## src/rtl/multicycle_ctrl_fsm.sv

```systemverilog
// Main control FSM for the multicycle datapath: FETCH/DECODE/execute/writeback sequencing,
// datapath mux selects, ALU decode and a retired-instruction counter. Stalls only on mem_ready.
module multicycle_ctrl_fsm #(
  parameter int CNT_W         = 32,
  parameter bit USE_MEM_READY = 1'b1
) (
  input  logic             clk,
  input  logic             reset,
  input  logic [1:0]       Op,
  input  logic [5:0]       Funct,
  input  logic [3:0]       Rd,
  input  logic             mem_ready,
  output logic             IRWrite,
  output logic             NextPC,
  output logic             AdrSrc,
  output logic             ALUSrcA,
  output logic [1:0]       ALUSrcB,
  output logic [1:0]       ResultSrc,
  output logic [1:0]       ALUControl,
  output logic [1:0]       FlagW,
  output logic             PCS,
  output logic             RegW,
  output logic             MemW,
  output logic             illegal_op,
  output logic             instr_done,
  output logic [CNT_W-1:0] instr_count
);

  localparam logic [3:0] S_FETCH   = 4'd0;
  localparam logic [3:0] S_DECODE  = 4'd1;
  localparam logic [3:0] S_MEMADR  = 4'd2;
  localparam logic [3:0] S_MEMRD   = 4'd3;
  localparam logic [3:0] S_MEMWB   = 4'd4;
  localparam logic [3:0] S_MEMWR   = 4'd5;
  localparam logic [3:0] S_EXECR   = 4'd6;
  localparam logic [3:0] S_EXECI   = 4'd7;
  localparam logic [3:0] S_ALUWB   = 4'd8;
  localparam logic [3:0] S_BRANCH  = 4'd9;
  localparam logic [3:0] S_UNKNOWN = 4'd15;

  logic [3:0]       r_state;
  logic [3:0]       w_next;
  logic [CNT_W-1:0] r_count;
  logic             w_mem_rdy;
  logic             w_alu_op;
  logic             w_branch;

  assign w_mem_rdy = USE_MEM_READY ? mem_ready : 1'b1;

  always_comb begin
    w_next = r_state;
    case (r_state)
      S_FETCH:  if (w_mem_rdy) w_next = S_DECODE;
      S_DECODE: begin
        case (Op)
          2'b00:   w_next = Funct[5] ? S_EXECI : S_EXECR;
          2'b01:   w_next = S_MEMADR;
          2'b10:   w_next = S_BRANCH;
          default: w_next = S_UNKNOWN;
        endcase
      end
      S_MEMADR: w_next = Funct[0] ? S_MEMRD : S_MEMWR;
      S_MEMRD:  if (w_mem_rdy) w_next = S_MEMWB;
      S_MEMWR:  if (w_mem_rdy) w_next = S_FETCH;
      S_EXECR,
      S_EXECI:  w_next = S_ALUWB;
      default:  w_next = S_FETCH;
    endcase
  end

  always_ff @(posedge clk or negedge reset) begin
    if (!reset) begin
      r_state <= S_FETCH;
    end else begin
      r_state <= w_next;
    end
  end

  always_comb begin
    IRWrite    = 1'b0;
    NextPC     = 1'b0;
    AdrSrc     = 1'b0;
    ALUSrcA    = 1'b0;
    ALUSrcB    = 2'b00;
    ResultSrc  = 2'b00;
    RegW       = 1'b0;
    MemW       = 1'b0;
    illegal_op = 1'b0;
    instr_done = 1'b0;
    w_alu_op   = 1'b0;
    w_branch   = 1'b0;
    case (r_state)
      S_FETCH: begin
        ALUSrcA   = 1'b1;
        ALUSrcB   = 2'b10;
        ResultSrc = 2'b10;
        IRWrite   = w_mem_rdy;
        NextPC    = w_mem_rdy;
      end
      S_DECODE: begin
        ALUSrcA   = 1'b1;
        ALUSrcB   = 2'b10;
        ResultSrc = 2'b10;
      end
      S_MEMADR: ALUSrcB = 2'b01;
      S_MEMRD:  AdrSrc  = 1'b1;
      S_MEMWB: begin
        ResultSrc  = 2'b01;
        RegW       = 1'b1;
        instr_done = 1'b1;
      end
      // MemW stays up through every wait cycle; the access retires with mem_ready
      S_MEMWR: begin
        AdrSrc     = 1'b1;
        MemW       = 1'b1;
        instr_done = w_mem_rdy;
      end
      S_EXECR: w_alu_op = 1'b1;
      S_EXECI: begin
        ALUSrcB  = 2'b01;
        w_alu_op = 1'b1;
      end
      S_ALUWB: begin
        RegW       = 1'b1;
        instr_done = 1'b1;
      end
      S_BRANCH: begin
        ALUSrcB    = 2'b01;
        ResultSrc  = 2'b10;
        w_branch   = 1'b1;
        instr_done = 1'b1;
      end
      S_UNKNOWN: begin
        illegal_op = 1'b1;
        instr_done = 1'b1;
      end
      default: ;
    endcase
  end

  always_comb begin
    ALUControl = 2'b00;
    if (w_alu_op) begin
      case (Funct[4:1])
        4'b0100: ALUControl = 2'b00;
        4'b0010: ALUControl = 2'b01;
        4'b0000: ALUControl = 2'b10;
        4'b1100: ALUControl = 2'b11;
        default: ALUControl = 2'b00;
      endcase
    end
  end

  // C/V only meaningful for the arithmetic ops (ADD/SUB)
  assign FlagW[1] = w_alu_op & Funct[0];
  assign FlagW[0] = w_alu_op & Funct[0] & ~ALUControl[1];
  assign PCS      = w_branch | (RegW & (Rd == 4'hF));

  always_ff @(posedge clk or negedge reset) begin
    if (!reset) begin
      r_count <= '0;
    end else if (instr_done) begin
      r_count <= r_count + {{(CNT_W-1){1'b0}}, 1'b1};
    end
  end

  assign instr_count = r_count;

endmodule
```

## config.mk

```make
export PLATFORM = sky130hd
export DESIGN_NAME = multicycle_ctrl_fsm
export DESIGN_NICKNAME = d
export VERILOG_FILES = /design/src/rtl/multicycle_ctrl_fsm.sv
export SDC_FILE = /design/constraint.sdc
export NUM_CORES = 1
export LEC_CHECK = 0
export ABC_CLOCK_PERIOD_IN_PS = 5600
export CORE_MARGIN = 2
export CORE_UTILIZATION = 25
export DETAILED_ROUTE_END_ITERATION = 10
export MAX_ROUTING_LAYER = met4
export PLACE_DENSITY = 0.52
export SLEW_MARGIN = 20
export SYNTH_ARGS = -nofsm -noshare
export SYNTH_HDL_FRONTEND = slang
export SYNTH_SLANG_ARGS = --single-unit
```

## constraint.sdc

```tcl
create_clock -name clk -period 5.6 [get_ports clk]
set_clock_uncertainty 0.1 [all_clocks]
set_input_delay 1.12 -clock clk [delete_from_list [all_inputs] [get_ports clk]]
set_output_delay 1.12 -clock clk [all_outputs]
set_load 0.02 [all_outputs]
```

==> qor.txt <==
nets -> 295
Routed Antenna Nets -> 0
Residual DRC -> 0
Tot GR Track Use -> 12.06%
clock latency on the worst-skew pair -> 0.29 ns
WP data arrival -> 2.94 ns
Syn Area/Cell -> 9.630 µm²
Buf/Inv on CP -> 2
hold endpoint -> instr_count[31]
vias in the first global route -> 1,645
Cell variety after synth -> 39
Post-CTS Setup Inserts -> 0
reg2reg end -> instr_count[24]
worst hold start -> instr_count[31]
Reg2Reg Setup Slack -> 3.26 ns
Placer Congestion -> 0.7897
final setup TNS -> 0 ns
dpl ws -> 1.424 ns
Post-Route WL -> 4951 µm
Top Family by Delay on Critical Path -> buffers and inverters
Max Fclk -> 240.5 MHz
DRT Pass-1 Iters -> 4
HPWL Detailed -> 3714 µm
synthesized area -> 2032 µm²
area of placed instances -> 2766 µm²
Post-Layout Cell Count -> 378
cell count of the worst reg-to-reg path -> 5
Worst Max-Slew Pin Slew -> 0.6425 ns
Tmin final -> 4.159 ns
CTS tree -> built
critical-path cell list -> clkdlybuf4s50_1 > nor2b_1 > or3_4 > nand2_1 > clkdlybuf4s50_1
most frequent CP cell -> clkdlybuf4s50_1
Final Max Slew Viols -> 0
Final setup violation count -> 0
status -> completed
Layout Area Growth over Synthesis -> 41.44%
Worst EP required -> 4.38 ns
Synth Flop Type -> dfrtp_1
CP Capture Type -> primary output
Overflow after GRT -> 0
Worst path slowest cell -> clkdlybuf4s50_1
core area -> 7807 µm²
critical setup path kind -> primary input to primary output
initial antenna violation count -> 0
Post-Layout Inst Area -> 2874 µm²
vias post-DR -> 1,727
first-pass GRT wire length -> 8142 µm
hold depth -> 1
Net Count, Synth -> 231
EDFF count, synth -> 0
slowest stage delay, CP -> 0.63 ns
clock sinks -> 36
# Max-Cap Violations -> 0
final worst slack -> 1.442 ns
initial detailed-routing violation count -> 50
hold buffer count at cts -> 0
port buffer count -> 63
H-tree depth -> 2
post-synth top area share -> 44.33%
Max Root-Sink Buffers -> 2
power per cell area -> 350.7 nW/µm²
share of layout cells above drive strength 1 -> 5.435%
Antenna Cells -> 0
Cells after DPL -> 370
Synth area leaders -> dfrtp_1 44%, xnor2_1 8.2%, xor2_1 6.0%
Static Leak -> 0.001138 µW
r2r startpoint -> r_state[3]
Inserted Clock Buffers -> 5
top post-synthesis cells by count -> 36 x dfrtp_1, 19 x nand2_1, 19 x nor3_1, 19 x xnor2_1, 17 x nor2_1
DIE WIDTH -> 94.16 µm
VDD IR max -> 139.1 µV
routed vias/inst -> 4.569
post_cts resized -> 0
ys async rst share -> 100.0%
Top Ports -> 64
final hold violations -> 0
fin crit share -> 74.26%
Fill cells -> 817
cell taking the most area after synthesis -> dfrtp_1
Gate Count Post-Synth -> 211
# rows -> 32
crit path launch type -> primary input
Die Ht -> 94.16 µm
synthesized flop and latch total -> 36
hold crit path type -> flop to flop
routed length per instance -> 13.10 µm
largest net degree at the start of global routing -> 37
sequential share of the synthesized area -> 44.33%
Ys Warns -> 0
clk root buf -> clkbuf_8
die area -> 8865 µm²
most frequent cell after synthesis -> dfrtp_1
crit-path max FO -> 5
Clock transition at path regs -> 0.08 ns
initial core utilization -> 26.03%
setup repair after global routing missed its margin -> no
slew margin rel. -> 57.13%
layout make-up:
cell class	count	area, µm²	share of cell area [%]
clock inverters	2	35.03	1.219
clock buffers	6	72.57	2.525
inverters	7	26.28	0.9142
repair buffers	64	638.1	22.20
multi-input cells	161	1074	37.35
flip-flops and latches	36	900.9	31.35
well taps	102	127.6	4.441
logic make-up after synthesis:
logic type | count (synthesis) | share of synthesized area, %
AND/OR/NAND/NOR | 98 | 24.75
flip-flops | 36 | 44.33
XOR/XNOR | 33 | 14.22
AO/OA/AOI/OAI | 23 | 9.730
buffers and inverters | 14 | 2.833
adder cells (fa/ha/maj) | 5 | 3.079
multiplexers | 2 | 1.047
registers in the layout, summed over array words and instances, names as in the netlist:
register / count
r_state: 4
instr_count: 32
cells in the final DEF, fill, tap and decap left out, types with 2 or more instances in the layout:
cell type,count
a211oi_1,3
a21boi_0,2
a21oi_1,3
and2_1,3
and3_1,5
and4_1,2
clkbuf_8,5
clkdlybuf4s50_1,63
dfrtp_1,36
ha_1,5
inv_1,7
nand2_1,19
nand2b_1,3
nand3_1,11
nand4_1,11
nor2_1,17
nor2b_1,2
nor3_1,19
nor4_1,3
o21ai_0,2
o21ai_1,2
o22a_1,2
xnor2_1,19
xor2_1,14
through the flow:
| stage | total power [µW] | hold slack, ns | util [%] |
|---|---|---|---|
| floorplan | 616.9 | 0.4824 | - |
| global placement | 788.6 | 0.3643 | 35.43 |
| detailed placement | 791.1 | 0.3675 | 35.43 |
| CTS | 1021 | 0.3824 | 36.81 |
| global route | 1073 | 0.4166 | 36.81 |
| finish | 1008 | 0.3797 | 36.81 |
metal layers:
metal | vias to the layer above | track usage (%) | wire (µm)
met5 | - | - | 0
met4 | 0 | 3.261 | 48
met3 | 4 | 3.210 | 290
met2 | 46 | 17.44 | 2126
met1 | 812 | 16.66 | 2484
li1 | 865 | - | -
report_power, final:
| group | total [µW] | switching (µW) | internal (µW) |
|---|---|---|---|
| Clock | 226 | 94.2 | 132 |
| Combinational | 405 | 210 | 195 |
| Sequential | 377 | 84.7 | 292 |
how the worst max path moves through the flow:
stage	slack, ns	start	end	cells after the start
final	1.44	mem_ready	instr_done	5
after global routing	1.38	mem_ready	instr_done	5
after CTS	1.42	mem_ready	instr_done	5
after detailed placement	1.42	mem_ready	instr_done	5
after global placement	1.44	mem_ready	instr_done	5
after floorplan	2.46	mem_ready	NextPC	3
(Power assumes the default switching activity.)
